$ cat src/rtl/multi_key_debounce_pkg.sv
// Shared types and width helpers for the key debounce block.
package key_pkg;

   typedef enum logic [1:0] {
      IDLE         = 2'd0,
      PRESS_WAIT   = 2'd1,
      HELD         = 2'd2,
      RELEASE_WAIT = 2'd3
   } key_state_t;

   // Counter/code width that never collapses to zero bits.
   function automatic int clog2_min1(input int n);
      return (n <= 1) ? 1 : $clog2(n);
   endfunction

endpackage

$ cat src/rtl/multi_key_debounce_if.sv
// Key conditioner bus: sample controls in, conditioned per-key events out.
interface multi_key_debounce_if #(parameter int NUM_KEYS = 4);
   import key_pkg::*;

   localparam int CODE_W = clog2_min1(NUM_KEYS);

   logic                tick;
   logic                rpt_en;
   logic [NUM_KEYS-1:0] key_in;
   logic [NUM_KEYS-1:0] key_level;
   logic [NUM_KEYS-1:0] press_pulse;
   logic [NUM_KEYS-1:0] release_pulse;
   logic                any_press;
   logic [CODE_W-1:0]   key_code;

   modport master (
      output tick, rpt_en, key_in,
      input  key_level, press_pulse, release_pulse, any_press, key_code
   );

   modport slave (
      input  tick, rpt_en, key_in,
      output key_level, press_pulse, release_pulse, any_press, key_code
   );
endinterface

$ cat src/rtl/multi_key_debounce_channel.sv
// One key: 2-flop synchroniser, tick-gated debounce FSM and auto-repeat counter.
//   state        | meaning
//   IDLE         | released and stable
//   PRESS_WAIT   | counting consecutive pressed samples
//   HELD         | press accepted, auto-repeat timing runs here
//   RELEASE_WAIT | counting consecutive released samples
module key_channel
   import key_pkg::*;
#(
   parameter int STABLE_CNT   = 4,
   parameter int REPEAT_DELAY = 8,
   parameter int REPEAT_RATE  = 3
) (
   input  logic clk,
   input  logic reset,
   input  logic tick,
   input  logic rpt_en,
   input  logic key_in,
   output logic key_level,
   output logic press_pulse,
   output logic release_pulse
);
   localparam int CNT_W  = clog2_min1(STABLE_CNT + 1);
   localparam int RCNT_W = clog2_min1(REPEAT_DELAY + 1);
   localparam logic [CNT_W-1:0]  CNT_LAST    = CNT_W'(STABLE_CNT - 1);
   localparam logic [RCNT_W-1:0] RCNT_LAST   = RCNT_W'(REPEAT_DELAY - 1);
   // A rate slower than the delay degenerates to one pulse per delay period.
   localparam logic [RCNT_W-1:0] RCNT_RELOAD =
      (REPEAT_RATE >= REPEAT_DELAY) ? RCNT_W'(0) : RCNT_W'(REPEAT_DELAY - REPEAT_RATE);

   logic [1:0]        sync_q;
   logic              s;
   key_state_t        state, state_nxt;
   logic [CNT_W-1:0]  cnt, cnt_nxt;
   logic [RCNT_W-1:0] rcnt, rcnt_nxt;
   logic              press_nxt, release_nxt, level_nxt;

   assign s = sync_q[1];

   always_ff @(posedge clk) begin
      if (reset) begin
         sync_q        <= '0;
         state         <= IDLE;
         cnt           <= '0;
         rcnt          <= '0;
         key_level     <= 1'b0;
         press_pulse   <= 1'b0;
         release_pulse <= 1'b0;
      end else begin
         sync_q        <= {sync_q[0], key_in};
         state         <= state_nxt;
         cnt           <= cnt_nxt;
         rcnt          <= rcnt_nxt;
         key_level     <= level_nxt;
         press_pulse   <= press_nxt;
         release_pulse <= release_nxt;
      end
   end

   always_comb begin
      state_nxt = state;
      if (tick) begin
         case (state)
            IDLE:         if (s) state_nxt = PRESS_WAIT;
            PRESS_WAIT:   if (!s) state_nxt = IDLE;
                          else if (cnt == CNT_LAST) state_nxt = HELD;
            HELD:         if (!s) state_nxt = RELEASE_WAIT;
            RELEASE_WAIT: if (s) state_nxt = HELD;
                          else if (cnt == CNT_LAST) state_nxt = IDLE;
            default:      state_nxt = IDLE;
         endcase
      end
   end

   always_comb begin
      cnt_nxt     = cnt;
      rcnt_nxt    = rcnt;
      press_nxt   = 1'b0;
      release_nxt = 1'b0;
      if (tick) begin
         case (state)
            IDLE: if (s) cnt_nxt = CNT_W'(1);
            PRESS_WAIT: begin
               if (!s) cnt_nxt = '0;
               else if (cnt == CNT_LAST) begin
                  press_nxt = 1'b1;
                  cnt_nxt   = '0;
                  rcnt_nxt  = '0;
               end else cnt_nxt = cnt + CNT_W'(1);
            end
            HELD: begin
               if (!s) cnt_nxt = CNT_W'(1);
               else if (!rpt_en) rcnt_nxt = '0;
               else if (rcnt >= RCNT_LAST) begin
                  press_nxt = 1'b1;
                  rcnt_nxt  = RCNT_RELOAD;
               end else rcnt_nxt = rcnt + RCNT_W'(1);
            end
            RELEASE_WAIT: begin
               if (s) cnt_nxt = '0;
               else if (cnt == CNT_LAST) begin
                  release_nxt = 1'b1;
                  cnt_nxt     = '0;
               end else cnt_nxt = cnt + CNT_W'(1);
            end
            default: cnt_nxt = '0;
         endcase
      end
      level_nxt = (state_nxt == HELD) || (state_nxt == RELEASE_WAIT);
   end

endmodule

$ cat src/rtl/multi_key_debounce.sv
// N-channel key conditioner: per-key debounce channels plus lowest-index press encoder.
module multi_key_debounce
   import key_pkg::*;
#(
   parameter int NUM_KEYS     = 4,
   parameter int STABLE_CNT   = 4,
   parameter int REPEAT_DELAY = 8,
   parameter int REPEAT_RATE  = 3
) (
   input logic                 clk,
   input logic                 reset,
   multi_key_debounce_if.slave bus
);
   localparam int CODE_W = clog2_min1(NUM_KEYS);

   logic [NUM_KEYS-1:0] level_v, press_v, release_v;
   logic [CODE_W-1:0]   code;

   for (genvar k = 0; k < NUM_KEYS; k++) begin : g_ch
      key_channel #(
         .STABLE_CNT  (STABLE_CNT),
         .REPEAT_DELAY(REPEAT_DELAY),
         .REPEAT_RATE (REPEAT_RATE)
      ) u_ch (
         .clk          (clk),
         .reset        (reset),
         .tick         (bus.tick),
         .rpt_en       (bus.rpt_en),
         .key_in       (bus.key_in[k]),
         .key_level    (level_v[k]),
         .press_pulse  (press_v[k]),
         .release_pulse(release_v[k])
      );
   end

   // Scan from the top so the lowest set index wins.
   always_comb begin
      code = '0;
      for (int k = NUM_KEYS - 1; k >= 0; k--) begin
         if (press_v[k]) code = CODE_W'(k);
      end
   end

   assign bus.key_level     = level_v;
   assign bus.press_pulse   = press_v;
   assign bus.release_pulse = release_v;
   assign bus.any_press     = |press_v;
   assign bus.key_code      = code;

endmodule

$ cat src/flat_wrapper.sv
// flat-port wrapper written by rule: the top's interface ports become plain ports
module multi_key_debounce_flat import key_pkg::*;
#(
   parameter int NUM_KEYS     = 4,
   parameter int STABLE_CNT   = 4,
   parameter int REPEAT_DELAY = 8,
   parameter int REPEAT_RATE  = 3
)
  (clk, reset, bus_tick, bus_rpt_en, bus_key_in, bus_key_level, bus_press_pulse, bus_release_pulse, bus_any_press, bus_key_code);
  multi_key_debounce_if #(.NUM_KEYS(NUM_KEYS)) bus_i ();
  input logic clk;
  input logic reset;
  input wire logic [$bits(bus_i.tick)-1:0] bus_tick;
  input wire logic [$bits(bus_i.rpt_en)-1:0] bus_rpt_en;
  input wire logic [$bits(bus_i.key_in)-1:0] bus_key_in;
  output wire logic [$bits(bus_i.key_level)-1:0] bus_key_level;
  output wire logic [$bits(bus_i.press_pulse)-1:0] bus_press_pulse;
  output wire logic [$bits(bus_i.release_pulse)-1:0] bus_release_pulse;
  output wire logic [$bits(bus_i.any_press)-1:0] bus_any_press;
  output wire logic [$bits(bus_i.key_code)-1:0] bus_key_code;
  assign bus_i.tick = bus_tick;
  assign bus_i.rpt_en = bus_rpt_en;
  assign bus_i.key_in = bus_key_in;
  assign bus_key_level = bus_i.key_level;
  assign bus_press_pulse = bus_i.press_pulse;
  assign bus_release_pulse = bus_i.release_pulse;
  assign bus_any_press = bus_i.any_press;
  assign bus_key_code = bus_i.key_code;
  multi_key_debounce #(.NUM_KEYS(NUM_KEYS), .STABLE_CNT(STABLE_CNT), .REPEAT_DELAY(REPEAT_DELAY), .REPEAT_RATE(REPEAT_RATE)) u_core (.clk(clk), .reset(reset), .bus(bus_i));
endmodule
$ cat config.mk
export PLATFORM = sky130hd
export DESIGN_NAME = multi_key_debounce_flat
export DESIGN_NICKNAME = d
export VERILOG_FILES = /design/src/rtl/multi_key_debounce_pkg.sv /design/src/rtl/multi_key_debounce_if.sv /design/src/rtl/multi_key_debounce_channel.sv /design/src/rtl/multi_key_debounce.sv /design/src/flat_wrapper.sv
export SDC_FILE = /design/constraint.sdc
export NUM_CORES = 1
export LEC_CHECK = 0
export ABC_CLOCK_PERIOD_IN_PS = 2100
export BUFFER_PORTS_ARGS = -buffer_cell sky130_fd_sc_hd__buf_2
export CAP_MARGIN = 25
export CORE_MARGIN = 2
export CORE_UTILIZATION = 60
export CTS_CLUSTER_DIAMETER = 30
export DETAILED_ROUTE_END_ITERATION = 6
export PLACE_DENSITY = 0.8
export SLEW_MARGIN = 5
export SYNTH_ARGS = -nofsm -noshare
export SYNTH_HDL_FRONTEND = slang
export SYNTH_SLANG_ARGS = --single-unit
$ cat constraint.sdc
create_clock -name clk -period 2.1 [get_ports clk]
set_input_delay 0.42 -clock clk [delete_from_list [all_inputs] [get_ports clk]]
set_output_delay 0.42 -clock clk [all_outputs]
set_load 0.01 [all_outputs]
==> impl_metrics.json, run 1 <==
{
  "grt_overflow": 0,
  "drive_gt1_share_pct": 12.4,
  "grt_max_degree": 43,
  "port_buffers": 22,
  "critPathMaxStageDelay_ns": 0.49,
  "fp.coreArea_um2": 4750,
  "cts_made_buffers": 5,
  "tns_ns": 0,
  "p_per_area_nw_per_um2": 673,
  "syn_area_um2": 2990,
  "first_pass_iters": 4,
  "fin_crit_sh_pct": 80.0,
  "p_seq_share_pct": 50.6,
  "path_delay_family": "simple AND/OR/NAND/NOR gates",
  "fmax_mhz": 595,
  "antenna_found_initial": 0,
  "diodes": 0,
  "whs_ns": 0.315,
  "cts_sinks": 56,
  "die_area_um2": 5570,
  "synthArstFlopShare_pct": 0,
  "synth_edf_count": 0,
  "relSlewSlack_pct": 71.3,
  "synthCells": 338,
  "placementRows": 25,
  "ir_drop_mv": 0.622,
  "cts_max_level": 2,
  "slew_viol_final": 0,
  "grt_pass1_wl_um": 9340,
  "fin_worst_skew_ns": 0.00886,
  "power_frac_clock_pct": 43.3,
  "die_height_um": 74.6,
  "p_comb_share_pct": 6.1,
  "cts_root_buffer": "clkbuf_8",
  "post_synth_num_cell_types": 47,
  "tightest_slew_ns": 0.425,
  "cts.repair.resized": 0,
  "drc": 0,
  "intPower_mw": 1.73,
  "cts_hold_buf": 0,
  "cts_buffer_depth": 2,
  "grt_pass1_vias": 2162,
  "synth-seq-area-share_pct": 37.5,
  "drv_cap": 0,
  "crit_fanout": 5,
  "ios": 23,
  "cts_tree": "yes",
  "finish.utilization_pct": 67.7,
  "ys.flop_type": "dfxtp_1",
  "synth-seq-cells": 56,
  "worstSetupStartpointType": "register",
  "routed_via_density": 5.71,
  "routedWlPerCell_um": 13.2,
  "postCtsSetupBuffers": 0,
  "die_w_um": 74.6,
  "switching_share_pct": 20.3,
  "syn_nets": 370,
  "start_util_pct": 62.9,
  "outcome": "finished, final reports clean",
  "crit_buf_inv": 1,
  "dp_hpwl_um": 3900,
  "path_clk_slew_ns": 0.10,
  "slowest_stage": "or4b_1",
  "required_ns": 2.35,
  "rsz0062_at_grt": "no",
  "drtIter0Drc": 158,
  "place_congestion": 0.840,
  "crit_type": "reg2reg",
  "vias": 2359,
  "yosysWarningCount": 0,
  "areaGrowthSynthToFinish_pct": 7.57,
  "hp-class": "in2reg",
  "finalHoldViolCount": 0,
  "min_period_ns": 1.68,
  "p_leak_nw": 1.27,
  "total_power_mw": 2.17,
  "cp_data_arrival_time_ns": 1.93,
  "finalSetupViolCount": 0,
  "insertion_delay_ns": 0.30,
  "drtAntennaViolNets": 0,
  "p_switching_mw": 0.439,
  "avgSynthCellArea_um2": 8.85,
  "crit_chain": "inv_1 -> ha_1 -> nand2b_4 -> nand3_4 -> or4b_1 -> a21oi_1",
  "track_usage_pct": 21.6,
  "crit_path_end_kind": "register",
  "routed_wl_um": 5450,
  "final_nets": 377
}
-- cells in the mapped netlist (5+ instances only) --
cell	number	area [µm²]
a211oi_1	11	82.6
a21oi_1	27	135
buf_4	13	97.6
clkbuf_1	5	18.8
dfxtp_1	56	1120
ha_1	24	300
inv_1	15	56.3
mux2i_1	11	110
nand2_1	24	90.1
nand2b_1	21	131
nand3_1	5	25.0
nand3b_1	6	45.0
nor2_1	26	97.6
nor2b_1	12	75.1
nor3_1	5	25.0
nor3b_1	9	67.6
o21ai_0	6	30.0
o31ai_1	7	52.6
-- power groups by stage --
| stage | Clock [mW] | Combinational, mW | Sequential [mW] |
|---|---|---|---|
| 2_1_floorplan | 0 | 0.107 | 1.11 |
| 3_3_place_gp | 0 | 0.129 | 1.12 |
| 3_5_place_dp | 0 | 0.131 | 1.12 |
| 4_1_cts | 0.972 | 0.132 | 1.10 |
| 5_1_grt | 0.997 | 0.149 | 1.10 |
| 6_report | 0.938 | 0.132 | 1.10 |
-- final cells by class --
cell class                      count  area (µm²)
Tap cell                           67        83.8
Multi-Input combinational cell    244        1670
Clock buffer                        5        68.8
Clock inverter                      3        90.1
Fill cell                         399        1540
Sequential cell                    56        1120
Timing Repair Buffer               23         130
Inverter                           15        56.3
-- layer usage --
metal	global-route usage, %	vias up	routed length, µm
met1	26.8	1108	2600
met5	0	-	0
met2	37.2	40	2610
met3	4.15	4	185
li1	-	1207	-
met4	8.13	0	57
-- path summary, 6_finish.rpt --
path                                            start                                  endpoint  slack, ns  cells past startpoint
max           u_core.g_ch[1].u_ch.state[1]$_SDFF_PP0_   u_core.g_ch[1].u_ch.cnt[1]$_SDFFE_PP0P_       0.42                      6
min                                     bus_key_in[3]  u_core.g_ch[3].u_ch.sync_q[0]$_SDFF_PP0_       0.32                      2
max reg2reg   u_core.g_ch[1].u_ch.state[1]$_SDFF_PP0_   u_core.g_ch[1].u_ch.cnt[1]$_SDFFE_PP0P_       0.42                      6
min reg2reg  u_core.g_ch[2].u_ch.sync_q[0]$_SDFF_PP0_  u_core.g_ch[2].u_ch.sync_q[1]$_SDFF_PP0_       0.44                      1
-- flip-flops by register name, indices dropped and copies added (netlist names) --
signal,count
u_core.g_ch.u_ch.cnt,12
u_core.g_ch.u_ch.key_level,4
u_core.g_ch.u_ch.press_pulse,4
u_core.g_ch.u_ch.rcnt,16
u_core.g_ch.u_ch.release_pulse,4
u_core.g_ch.u_ch.state,8
u_core.g_ch.u_ch.sync_q,8
-- per-stage QoR --
stage	cell area (µm²)	setup slack [ns]	instances
2_1_floorplan	2990	0.584	338
5_1_grt	3220	0.246	413
6_report	3220	0.420	413
3_3_place_gp	3060	0.481	405
3_5_place_dp	3060	0.437	405
4_1_cts	3220	0.419	413
-- worst reg2reg max path, delay by kind of cell, from the launching register on --
kind,cells,cell delay (ns)
AOI/OAI and AO/OA,1,0.14
adders and majority gates,1,0.27
and+or+nand+nor,3,0.70
DFF,1,0.40
buffers and inverters,1,0.11
-- placed cells by master, fill, tap and decap left out, types with 5 or more instances in the layout --
master	synthesis	layout
a211oi_1	11	11
nor3b_1	9	9
mux2i_1	11	11
nor2b_1	12	12
o31ai_1	7	7
buf_2	3	22
a21oi_1	27	27
dfxtp_1	56	56
nand2_1	24	24
nor3_1	5	5
ha_1	24	24
o21ai_0	6	6
clkbuf_8	0	5
nor2_1	26	26
nand2b_1	21	21
nand3_1	5	5
nand3b_1	6	6
inv_1	15	15
-- cell families (layout without fill, tap and decap cells) --
| group | after synthesis | count (layout) | share of synthesized area [%] |
|---|---|---|---|
| buf+inv | 38 | 46 | 6.77 |
| mux | 11 | 11 | 3.68 |
| compound gates | 83 | 83 | 18.6 |
| flops | 56 | 56 | 37.5 |
| simple gates | 126 | 126 | 23.5 |
| fa+ha+maj | 24 | 24 | 10.0 |
Power figures use the tool's default switching activity.
==> inputs of run 2 (changes only) <==
Settings changed: ABC_AREA set to 1, ABC_CLOCK_PERIOD_IN_PS 2100 to 1600.
Clock period 2.1 ns to 1.6 ns, I/O delays scaled along.
==> run 2 against run 1 <==
  * Combinational power up 23%
  * Critical path depth is 2 lower
  * Flip-flop and latch count is the same
  * Setup slack got worse by 0.29 ns
  * Synthesized area shrank 1.3%
  * Clock power hardly changed
  * Largest cell class unchanged
  * Highest routed layer unchanged
==> impl_metrics.json, run 2 <==
{
  "yosysTopAreaCellShare_pct": 38.0,
  "placementRows": 25,
  "synth-seq-area-share_pct": 38.0,
  "die_w_um": 74.2,
  "layoutNonFillerInstCount": 508,
  "yosys-top-cells-area": "dfxtp_1, nand2_1, ha_1, inv_1, a21oi_1",
  "yosysMostFrequentCell": "nand2_1",
  "synth_top_cell_by_area": "dfxtp_1",
  "drtAntennaViolNets": 0,
  "p_leak_nw": 1.49,
  "layout_common_cells": "nand2_1, inv_1, nor2_1",
  "slowest_stage": "dfxtp_1",
  "hp-class": "in2reg",
  "outcome": "finished, final reports clean",
  "diodes": 0,
  "slew_viol_final": 0,
  "port_buffers": 22,
  "routedWlPerCell_um": 12.0,
  "post_synth_num_cell_types": 26,
  "path_clk_slew_ns": 0.10,
  "fin_worst_skew_ns": 0.0126,
  "p_per_area_nw_per_um2": 795,
  "grt_max_degree": 28,
  "drtIter0Drc": 261,
  "die_height_um": 74.2,
  "final_nets": 472,
  "grt_overflow": 0,
  "crit_path_end_kind": "output pin",
  "die_area_um2": 5500,
  "drv_cap": 0,
  "vias": 2681,
  "crit_chain": "inv_1 -> a21oi_1 -> nor2_1 -> buf_2",
  "areaGrowthSynthToFinish_pct": 8.09,
  "min_period_ns": 1.47,
  "routed_wl_um": 6070,
  "reg2reg_from": "u_core.g_ch[0].u_ch.state[1]$_SDFF_PP0_",
  "tns_ns": 0,
  "nFillCells": 401,
  "postCtsSetupBuffers": 0,
  "dpl.cell_count": 500,
  "antenna_found_initial": 0,
  "fmax_mhz": 681,
  "synthCells": 424,
  "first_pass_iters": 4,
  "largest_reg_flops": 16,
  "cts_sinks": 56,
  "grt_pass1_vias": 2414,
  "fin_crit_sh_pct": 91.8,
  "finalSetupViolCount": 0,
  "syn_nets": 456,
  "dp_slack_ns": 0.0701,
  "multi_input_area_um2": 1480,
  "ys.flop_type": "dfxtp_1",
  "relSlewSlack_pct": 72.8,
  "top_register": "u_core.g_ch.u_ch.rcnt",
  "cts_root_buffer": "clkbuf_8",
  "cp_data_arrival_time_ns": 1.15,
  "synthArstFlopShare_pct": 0,
  "seq_area_um2": 1130,
  "track_usage_pct": 24.0,
  "finalHoldViolCount": 0,
  "cts_buffer_depth": 2,
  "cts_max_level": 2,
  "cts_tree": "yes",
  "required_ns": 1.28,
  "cts_made_buffers": 5,
  "drc": 0,
  "insertion_delay_ns": 0.31,
  "synth_edf_count": 0,
  "rsz0062_at_grt": "no",
  "layout_commonest_cell": "nand2_1",
  "start_util_pct": 62.5,
  "dp_hpwl_um": 4330,
  "tightest_slew_ns": 0.407,
  "ios": 23,
  "place_congestion": 0.874,
  "ir_drop_mv": 0.427,
  "fp.coreArea_um2": 4720,
  "crit_start": "u_core.g_ch[2].u_ch.press_pulse$_SDFF_PP0_",
  "reg_top3": "u_core.g_ch.u_ch.rcnt: 16 flops, u_core.g_ch.u_ch.cnt: 12 flops",
  "crit_type": "reg2out",
  "worstSetupStartpointType": "register",
  "routed_via_density": 5.28,
  "fin_ws_ns": 0.131,
  "critPathMaxStageDelay_ns": 0.41,
  "hold_start": "bus_key_in[2]",
  "synth.top_cells.by_count": "nand2_1, inv_1, nor2_1",
  "synth-seq-cells": 56,
  "avgSynthCellArea_um2": 6.96,
  "drive_gt1_share_pct": 11.8,
  "syn_area_um2": 2950,
  "yosysWarningCount": 0,
  "grt_pass1_wl_um": 10400,
  "crit_fanout": 3
}
## run 2: changes by cell type in the layout (fill, tap and decap cells not counted), moves of 8 or more
cell | previous run | this run
a211oi_1 | 11 | 0
a21oi_1 | 27 | 46
inv_1 | 15 | 63
mux2i_1 | 11 | 0
nand2_1 | 24 | 89
nand2b_1 | 21 | 0
nand3_1 | 5 | 13
nor2_1 | 26 | 55
nor2b_1 | 12 | 0
nor3b_1 | 9 | 0
o21ai_0 | 6 | 27
## run 2: worst max-delay path, delay by kind of cell (launching register included)
family	cells	cell delay, ns
simple gates	1	0.08
compound gates	1	0.14
flops	1	0.41
buf+inv	2	0.21
## run 2: final timing paths
| path | depth (start not counted) | end | slack (ns) |
|---|---|---|---|
| setup / recovery | 4 | bus_key_code[0] | 0.13 |
| hold / removal | 3 | u_core.g_ch[2].u_ch.sync_q[0]$_SDFF_PP0_ | 0.20 |
| setup reg to reg | 6 | u_core.g_ch[0].u_ch.cnt[1]$_SDFFE_PP0P_ | 0.14 |
| hold reg to reg | 2 | u_core.g_ch[2].u_ch.sync_q[1]$_SDFF_PP0_ | 0.41 |
## run 2: final cells by class
cell class | count | share of cell area [%]
inverters | 65 | 7.64
well taps | 67 | 2.63
flip-flops and latches | 56 | 35.4
clock buffers | 5 | 2.16
clock inverters | 3 | 1.33
multi-input cells | 286 | 46.5
repair buffers | 26 | 4.39
## run 2: stage by stage
stage / power, mW / hold slack, ns / cell area [µm²] / utilization, %
floorplan: 1.58 / 0.388 / 2950 / -
global placement: 1.62 / 0.390 / 3070 / 65.0
detailed placement: 1.63 / 0.396 / 3070 / 65.0
CTS: 2.56 / 0.196 / 3180 / 67.3
global route: 2.63 / 0.202 / 3190 / 67.6
finish: 2.54 / 0.204 / 3190 / 67.6
## run 2: cell families after synthesis
kind of cell             synth area share (%)
buffers and inverters                    11.9
AND/OR/NAND/NOR                          23.5
AO/OA/AOI/OAI                            16.4
adder cells (fa/ha/maj)                  10.2
flip-flops                               38.0
## run 2: metal layers
metal,vias up,share of wire [%],global-route usage [%]
li1,1371,-,-
met1,1223,46,31.0
met2,79,48,40.4
met3,8,5.2,4.74
met4,0,0.79,7.88
met5,-,0,0
## run 2: where the power goes
group | leakage, nW | internal [mW] | switching (mW)
clock network | 0.0541 | 0.464 | 0.471
registers | 0.456 | 1.42 | 0.0231
logic | 0.981 | 0.0518 | 0.110
total | 1.49 | 1.93 | 0.604
## run 2: repair_timing
item	CTS	global route
setup endpoints to repair	0	18
hold buffers	0	0
resized for setup	0	10
==> inputs of run 3 (changes only) <==
--- a/config.mk
+++ b/config.mk
@@ -8,3 +8,3 @@
 export ABC_AREA = 1
-export ABC_CLOCK_PERIOD_IN_PS = 1600
+export ABC_CLOCK_PERIOD_IN_PS = 1500
 export BUFFER_PORTS_ARGS = -buffer_cell sky130_fd_sc_hd__buf_2
==> constraint.sdc (replaced) <==
create_clock -name clk -period 1.5 [get_ports clk]
set_input_delay 0.15 -clock clk [delete_from_list [all_inputs] [get_ports clk]]
set_output_delay 0.15 -clock clk [all_outputs]
set_load 0.01 [all_outputs]
==> run 3 against run 2 <==
  * Non-clock buffer count is 3 higher
  * Critical path type is now reg2reg
  * Cell area is 2.2% higher
  * Count of clock-buffer cells in the layout rose by 1
  * First-iteration DRC count is 22% lower
  * Utilization grew 1.5 points
==> impl_metrics.json, run 3 (same netlist as run 2, synthesis figures left out) <==
{
  "cts_sinks": 56,
  "slew_viol_final": 0,
  "finalSetupViolCount": 0,
  "first_pass_iters": 5,
  "cts_root_buffer": "clkbuf_8",
  "drc": 0,
  "grt_max_degree": 32,
  "grt_util_met2_pct": 40.0,
  "p_seq_share_pct": 59.7,
  "drv_cap": 0,
  "grt_pass1_wl_um": 9990,
  "p_per_area_nw_per_um2": 788,
  "vias": 2643,
  "p_leak_nw": 1.49,
  "worstSetupStartpointType": "register",
  "whs_ns": 0.0384,
  "dp_slack_ns": -0.0325,
  "finalHoldViolCount": 0,
  "intPower_mw": 1.94,
  "crit_type": "reg2reg",
  "drtIter0Drc": 203,
  "dpl.cell_count": 503,
  "multi_input_area_um2": 1540,
  "outcome": "finished, final reports clean",
  "insertion_delay_ns": 0.31,
  "die_w_um": 74.2,
  "place_congestion": 0.900,
  "largest_reg_flops": 16,
  "die_height_um": 74.2,
  "crit_fanout": 6,
  "finish.utilization_pct": 69.1,
  "fin_worst_skew_ns": 0.00627,
  "layoutNonFillerInstCount": 511,
  "relSlewSlack_pct": 72.5,
  "tightest_slew_ns": 0.412,
  "fin_crit_sh_pct": 94.4,
  "tns_ns": 0,
  "die_area_um2": 5500,
  "ios": 23,
  "areaGrowthSynthToFinish_pct": 10.5,
  "cts_tree": "yes",
  "routed_wl_um": 6080,
  "ir_drop_mv": 0.448,
  "seq_area_um2": 1140,
  "grt_pass1_vias": 2352,
  "cts_made_buffers": 5,
  "grt-busiest-layer": "met2",
  "cts_buffer_depth": 2,
  "cp_data_arrival_time_ns": 1.61,
  "required_ns": 1.69,
  "postCtsSetupBuffers": 0,
  "finalInstanceArea_um2": 3260,
  "antenna_found_initial": 0,
  "fin_ws_ns": 0.0839,
  "p_switching_mw": 0.629,
  "grtUsageMet1_pct": 28.9,
  "dp_hpwl_um": 4300,
  "placementRows": 25,
  "final_nets": 475,
  "nFillCells": 414,
  "routedWlPerCell_um": 11.9,
  "layout_common_cells": "nand2_1, inv_1, nor2_1",
  "power_frac_clock_pct": 33.0,
  "drtAntennaViolNets": 0,
  "top_register": "u_core.g_ch.u_ch.rcnt",
  "total_power_mw": 2.57,
  "diodes": 0,
  "fmax_mhz": 706,
  "cts_hold_buf": 0,
  "fp.coreArea_um2": 4720,
  "port_buffers": 22,
  "min_period_ns": 1.42,
  "path_clk_slew_ns": 0.10,
  "layout_commonest_cell": "nand2_1",
  "drive_gt1_share_pct": 16.7,
  "grt_util_met3_pct": 4.34,
  "routed_via_density": 5.17,
  "switching_share_pct": 24.5,
  "crit_path_end_kind": "register",
  "track_usage_pct": 23.3,
  "placed_area_um2": 3090,
  "grt_overflow": 0,
  "p_comb_share_pct": 7.2,
  "start_util_pct": 62.5,
  "hp-class": "in2reg",
  "reg_top3": "u_core.g_ch.u_ch.rcnt: 16 flops, u_core.g_ch.u_ch.cnt: 12 flops",
  "cts_max_level": 2
}
## run 3: path summary, 6_finish.rpt
kind              slack [ns]  depth (start not counted)                                       end                                      from
setup / recovery        0.08                          7   u_core.g_ch[0].u_ch.cnt[1]$_SDFFE_PP0P_   u_core.g_ch[0].u_ch.state[0]$_SDFF_PP0_
hold / removal          0.04                          3  u_core.g_ch[0].u_ch.sync_q[0]$_SDFF_PP0_                             bus_key_in[0]
setup reg to reg        0.08                          7   u_core.g_ch[0].u_ch.cnt[1]$_SDFFE_PP0P_   u_core.g_ch[0].u_ch.state[0]$_SDFF_PP0_
hold reg to reg         0.41                          2  u_core.g_ch[0].u_ch.sync_q[1]$_SDFF_PP0_  u_core.g_ch[0].u_ch.sync_q[0]$_SDFF_PP0_
## run 3: critical path, cell delays in order (launching register included)
cell,delay (ns)
dfxtp_2,0.36
inv_1,0.08
ha_1,0.27
inv_1,0.13
o21ai_2,0.24
clkinv_1,0.09
nand3_1,0.07
a21oi_1,0.05
## run 3: power groups by stage
stage / Sequential [mW] / Combinational [mW] / Clock, mW
after global placement: 1.57 / 0.167 / 0
after global routing: 1.54 / 0.211 / 0.928
after floorplan: 1.56 / 0.122 / 0
final: 1.53 / 0.186 / 0.849
after CTS: 1.53 / 0.174 / 0.880
after detailed placement: 1.57 / 0.171 / 0
## run 3: area by class of cell
cell class / instances / area share (%)
Multi-Input combinational cell: 286 / 47.3
Timing Repair Buffer: 29 / 4.98
Clock buffer: 6 / 2.53
Tap cell: 67 / 2.57
Sequential cell: 56 / 34.8
Clock inverter: 2 / 0.307
Inverter: 65 / 7.48
## run 3: routing by layer
layer	wire (µm)	part of all wire [%]	up-vias
li1	-	-	1374
met1	2730	45	1191
met2	2950	48	65
met3	293	4.8	13
met4	119	2.0	0
met5	0	0	-
## run 3: what timing repair did
action                                  in CTS  in global routing
endpoints found under the hold margin        0                  0
resized for setup                            2                 33
pin swaps                                    0                  1
endpoints found under the setup margin       3                 29
